==> src/rtl/bet_unit_arbiter_pkg.sv <==
// Shared constants and helpers for the bet compute-unit arbiter.
package bet_unit_arbiter_pkg;

    localparam int BET_DATA_W      = 32;
    localparam int BET_DATAC_W     = 6;
    localparam int BET_MAX_LATENCY = 31;
    localparam int BET_MAX_REQ     = 4;

    // Increment an index modulo n (n >= 1).
    function automatic int wrap_inc(input int idx, input int n);
        return (idx + 1 >= n) ? 0 : idx + 1;
    endfunction

endpackage

==> src/rtl/bet_unit_arbiter_rr_arbiter.sv <==
// Combinational round-robin picker: first eligible index at or after ptr, wrapping.
module rr_arbiter #(
    parameter int N     = 2,
    parameter int PTR_W = 2
) (
    input  logic [N-1:0]     eligible,
    input  logic [PTR_W-1:0] ptr,
    output logic             grant_valid,
    output logic [PTR_W-1:0] grant_idx
);

    always_comb begin
        grant_valid = 1'b0;
        grant_idx   = '0;
        for (int k = 0; k < N; k++) begin
            for (int i = 0; i < N; i++) begin
                if (!grant_valid && eligible[i] && (i == ((int'(ptr) + k) % N))) begin
                    grant_valid = 1'b1;
                    grant_idx   = PTR_W'(i);
                end
            end
        end
    end

endmodule

==> src/rtl/bet_unit_arbiter.sv <==
// Shares one fixed-latency pipelined bet unit among NUM_REQ requesters with
// round-robin issue, a tag pipeline for result routing and backpressure freeze.
module bet_unit_arbiter
    import bet_unit_arbiter_pkg::*;
#(
    parameter int NUM_REQ = 2,
    parameter int LATENCY = 4,
    parameter int TAG_W   = 2
) (
    input  logic                           clk,
    input  logic                           reset,
    input  logic [NUM_REQ-1:0]             req_valid,
    output logic [NUM_REQ-1:0]             req_ready,
    input  logic [NUM_REQ*BET_DATA_W-1:0]  req_dataa,
    input  logic [NUM_REQ*BET_DATA_W-1:0]  req_datab,
    input  logic [NUM_REQ*BET_DATAC_W-1:0] req_datac,
    output logic                           resp_valid,
    input  logic                           resp_ready,
    output logic [TAG_W-1:0]               resp_tag,
    output logic [BET_DATA_W-1:0]          resp_result,
    output logic                           unit_aclr,
    output logic                           unit_clk_en,
    output logic [BET_DATA_W-1:0]          unit_dataa,
    output logic [BET_DATA_W-1:0]          unit_datab,
    output logic [BET_DATAC_W-1:0]         unit_datac,
    input  logic [BET_DATA_W-1:0]          unit_result
);

    // Handshakes: a transfer happens on a clk edge where valid & ready are both
    // high; ready never depends on anything but registered state, valid and stall.
    logic [NUM_REQ-1:0] busy;
    logic [NUM_REQ-1:0] eligible;
    logic [TAG_W-1:0]   rr_ptr;
    logic [TAG_W-1:0]   grant_idx;
    logic [TAG_W-1:0]   op_sel;
    logic               grant_valid;
    logic               stall;
    logic               issue;
    logic               retire;
    logic [LATENCY-1:0] pipe_v;
    logic [TAG_W-1:0]   pipe_tag [LATENCY];

    assign resp_valid  = pipe_v[LATENCY-1];
    assign resp_tag    = pipe_tag[LATENCY-1];
    assign resp_result = unit_result;
    assign unit_aclr   = reset;

    assign stall       = resp_valid & ~resp_ready;
    assign unit_clk_en = ~stall;
    assign eligible    = req_valid & ~busy;
    assign issue       = grant_valid & ~stall & ~reset;
    assign retire      = resp_valid & resp_ready;

    rr_arbiter #(
        .N     (NUM_REQ),
        .PTR_W (TAG_W)
    ) u_rr_arbiter (
        .eligible    (eligible),
        .ptr         (rr_ptr),
        .grant_valid (grant_valid),
        .grant_idx   (grant_idx)
    );

    // Idle cycles still present rr_ptr's operands; the unit ignores them since v=0.
    assign op_sel = grant_valid ? grant_idx : rr_ptr;

    always_comb begin
        req_ready  = '0;
        unit_dataa = '0;
        unit_datab = '0;
        unit_datac = '0;
        for (int i = 0; i < NUM_REQ; i++) begin
            if (issue && (grant_idx == TAG_W'(i))) begin
                req_ready[i] = 1'b1;
            end
            if (op_sel == TAG_W'(i)) begin
                unit_dataa = req_dataa[i*BET_DATA_W +: BET_DATA_W];
                unit_datab = req_datab[i*BET_DATA_W +: BET_DATA_W];
                unit_datac = req_datac[i*BET_DATAC_W +: BET_DATAC_W];
            end
        end
    end

    always_ff @(posedge clk or posedge reset) begin
        if (reset) begin
            busy   <= '0;
            rr_ptr <= '0;
            pipe_v <= '0;
            for (int k = 0; k < LATENCY; k++) begin
                pipe_tag[k] <= '0;
            end
        end else begin
            // Retire and issue never hit the same requester: busy blocks re-issue.
            for (int i = 0; i < NUM_REQ; i++) begin
                if (retire && (resp_tag == TAG_W'(i))) begin
                    busy[i] <= 1'b0;
                end
                if (issue && (grant_idx == TAG_W'(i))) begin
                    busy[i] <= 1'b1;
                end
            end
            if (issue) begin
                rr_ptr <= TAG_W'(wrap_inc(int'(grant_idx), NUM_REQ));
            end
            if (unit_clk_en) begin
                pipe_v[0]   <= issue;
                pipe_tag[0] <= grant_idx;
                for (int k = 1; k < LATENCY; k++) begin
                    pipe_v[k]   <= pipe_v[k-1];
                    pipe_tag[k] <= pipe_tag[k-1];
                end
            end
        end
    end

endmodule
==> config.mk <==
export PLATFORM = sky130hd
export DESIGN_NAME = bet_unit_arbiter
export DESIGN_NICKNAME = d
export VERILOG_FILES = /design/src/rtl/bet_unit_arbiter_pkg.sv /design/src/rtl/bet_unit_arbiter_rr_arbiter.sv /design/src/rtl/bet_unit_arbiter.sv
export SDC_FILE = /design/constraint.sdc
export NUM_CORES = 1
export LEC_CHECK = 0
export CORE_AREA = 2 2 110 112
export DETAILED_ROUTE_END_ITERATION = 7
export DIE_AREA = 0 0 112 114
export SYNTH_ARGS = -nofsm -noshare
export SYNTH_HDL_FRONTEND = slang
export SYNTH_SLANG_ARGS = --single-unit
==> constraint.sdc <==
create_clock -name clk -period 3.6 [get_ports clk]
set_input_delay 0.9 -clock clk [delete_from_list [all_inputs] [get_ports clk]]
set_output_delay 0.9 -clock clk [all_outputs]
set_load 0.005 [all_outputs]
==> impl_metrics.env, run 1 <==
export IMPL_status="complete, no violations"
export IMPL_root_buffer="clkbuf_16"
export IMPL_max_cap_violations=0
export IMPL_h_tree_depth=1
export IMPL_layout_common_cells="148 x clkdlybuf4s50_1, 70 x mux2_4, 31 x dlygate4sd2_1, 24 x clkdlybuf4s15_1, 15 x buf_4"
export IMPL_grt_ovfl_total=0
export IMPL_leakagePower_nw=1.96
export IMPL_design_area_mm2=0.00417
export IMPL_clock_sinks=11
export IMPL_power_total_mw=2.28
export IMPL_core_area_mm2=0.0117
export IMPL_pre_cts_ws_ns=-0.224
export IMPL_start_kind="input port"
export IMPL_hold_path_class="reg -> reg"
export IMPL_irDropWorstVdd_uv=212
export IMPL_fin_util=0.356
export IMPL_syn_area_mm2=0.00189
export IMPL_grt_pass1_wl_um=12500
export IMPL_vias=1927
export IMPL_cp_required_ns=2.70
export IMPL_ys_seq_area_frac=0.146
export IMPL_layout_commonest_cell="clkdlybuf4s50_1"
export IMPL_synth_top_flop_cell="dfrtp_1"
export IMPL_antenna_cells=0
export IMPL_setup_ws_ns=0.215
export IMPL_drt_iter0_drc=64
export IMPL_portBuffers=220
export IMPL_die_height_um=114
export IMPL_final_hold_viol_count=0
export IMPL_crit_start="req_valid[0]"
export IMPL_first_pass_iters=4
export IMPL_drt_met1_wl_um=4040
export IMPL_hold_ws_ns=0.461
export IMPL_critPathMaxFanout=22
export IMPL_slew_violations=0
export IMPL_r2r_start="pipe_v[3]$_DFFE_PP0N_"
export IMPL_ant_nets=0
export IMPL_p_per_area_mw_per_mm2=547
export IMPL_cp_end_kind="primary output"
export IMPL_wl_met2_um=4110
export IMPL_gp_congestion=0.757
export IMPL_post_drt_via_cell_ratio=3.86
export IMPL_rsz0062_at_grt="false"
export IMPL_syn_inst=152
export IMPL_finalWorstPathRequiredPeriod_ns=3.38
export IMPL_ios=286
export IMPL_drive_gt1_frac=0.304
export IMPL_syn_num_nets=329
export IMPL_cts_tree="yes"
export IMPL_synth_top_cell_by_area="mux2_4"
export IMPL_area_growth_pct=121
export IMPL_final_cells=499
export IMPL_clock_tree_buffer_depth=2
export IMPL_rrSetupSlack_ns=2.20
export IMPL_insertion_delay_ns=0.24
export IMPL_crit_path_end="unit_dataa[18]"
export IMPL_clk_pin_slew_ns=0.04
export IMPL_netlist_top_cells_area="mux2_4 56%, dfrtp_1 15%, buf_4 14%, buf_6 4.2%, mux2_2 3.0%"
export IMPL_synth_top_area_share=0.557
export IMPL_dr_wl_met3_um=886
export IMPL_placedCellCount=486
export IMPL_r2r_end="rr_ptr[0]$_DFFE_PP0N_"
export IMPL_reg2reg_depth=4
export IMPL_async_reset_ff_frac=1.00
export IMPL_fin_nets=530
export IMPL_grt_pass1_vias=1964
export IMPL_post_route_period_util=0.940
export IMPL_fp_row_count=40
export IMPL_synth_edff_count=0
export IMPL_post_dp_cell_area_mm2=0.00404
export IMPL_setup_violations=0
export IMPL_synth_cell_types=24
export IMPL_numCtsBuffers=3
export IMPL_drcViolationCount=0
export IMPL_post_dp_hpwl_um=7630
export IMPL_crit_type="in -> out"
export IMPL_tns_ns=0
export IMPL_grt_max_degree=23
export IMPL_cp_arrival_ns=2.48
export IMPL_synth_seq_cells=11
export IMPL_wl_per_cell_um=18.3
export IMPL_ys_warn_count=0
export IMPL_grt_use_total=0.129
export IMPL_die_x_um=112
export IMPL_routed_top_layer="met4"
export IMPL_start_util=0.161
export IMPL_finClkSkew_ns=0.00141
export IMPL_wl_um=9120
export IMPL_fmax_ghz=0.295
export IMPL_antenna_found_initial=0
export IMPL_syn_avg_cell_area_um2=12.4
export IMPL_fp_dieArea_mm2=0.0128
-- logic make-up (layout without fill, tap and decap cells) --
group                      count (synthesis)  after routing  share of synthesized area
adders and majority gates                  1              1                    0.00730
and+or+nand+nor                           12             12                     0.0411
DFF                                       11             11                      0.146
other                                      1              1                    0.00199
buffers and inverters                     45            245                      0.188
muxes                                     75             75                      0.587
AOI/OAI and AO/OA                          7              7                     0.0285
-- Yosys cell counts (all sizes together), types with 2 or more instances --
| library cell | number |
|---|---|
| nand2b | 3 |
| a21o | 2 |
| buf | 43 |
| nor2b | 2 |
| mux2 | 75 |
| dfrtp | 11 |
| nand2 | 2 |
| inv | 2 |
-- report_power, final --
part	switching (mW)	total, mW	internal (mW)
logic	0.640	1.86	1.22
registers	0.0399	0.220	0.180
clock network	0.0501	0.198	0.148
total	0.730	2.28	1.55
-- area by class of cell --
class | count | area, µm²
clock buffers | 4 | 78.8
fillers | 1152 | 7540
inverters | 2 | 7.51
multi-input cells | 96 | 1260
flip-flops and latches | 11 | 275
well taps | 147 | 184
repair buffers | 239 | 2360
-- what timing repair did --
| item | in CTS | in global routing |
|---|---|---|
| cloned | 1 | 0 |
| pin swaps | 1 | 1 |
| setup endpoints to repair | 70 | 60 |
| hold buffers | 0 | 0 |
| setup buffers | 0 | 9 |
| gates resized for setup | 92 | 22 |
| endpoints found under the hold margin | 0 | 0 |
-- metal layers --
layer | global-route usage | vias to the layer above
met5 | 0 | -
met4 | 0.0293 | 0
met3 | 0.0420 | 6
met2 | 0.201 | 123
met1 | 0.175 | 895
li1 | - | 903
-- critical path, cell delays in order --
cell	delay, ns
dlygate4sd2_1	0.26
nand2b_4	0.07
maj3_4	0.36
buf_4	0.15
buf_12	0.16
mux2_4	0.30
dlygate4sd2_1	0.27
-- sequential cells by signal, indices dropped and copies added, names as in the netlist --
name and flops:
pipe_v 4, rr_ptr 1, resp_tag 1, pipe_tag 3
busy 2
-- worst min-delay path by stage --
stage | start | endpoint | depth (start not counted)
final | pipe_v[2]$_DFFE_PP0N_ | pipe_v[3]$_DFFE_PP0N_ | 1
after global routing | pipe_v[2]$_DFFE_PP0N_ | pipe_v[3]$_DFFE_PP0N_ | 1
after CTS | pipe_v[2]$_DFFE_PP0N_ | pipe_v[3]$_DFFE_PP0N_ | 1
after detailed placement | pipe_v[2]$_DFFE_PP0N_ | pipe_v[3]$_DFFE_PP0N_ | 1
after global placement | pipe_v[2]$_DFFE_PP0N_ | pipe_v[3]$_DFFE_PP0N_ | 1
after floorplan | pipe_v[2]$_DFFE_PP0N_ | pipe_v[3]$_DFFE_PP0N_ | 1
Power figures use the tool's default switching activity.
==> run 2, diff against run 1 <==
--- a/config.mk
+++ b/config.mk
@@ -8,6 +8,7 @@
 export CORE_AREA = 2 2 110 112
 export DETAILED_ROUTE_END_ITERATION = 7
 export DIE_AREA = 0 0 112 114
+export HOLD_SLACK_MARGIN = 0.05
 export SYNTH_ARGS = -nofsm -noshare
 export SYNTH_HDL_FRONTEND = slang
 export SYNTH_SLANG_ARGS = --single-unit
==> results of run 2 <==
Final layout, timing and power as in run 1 (identical DEF).
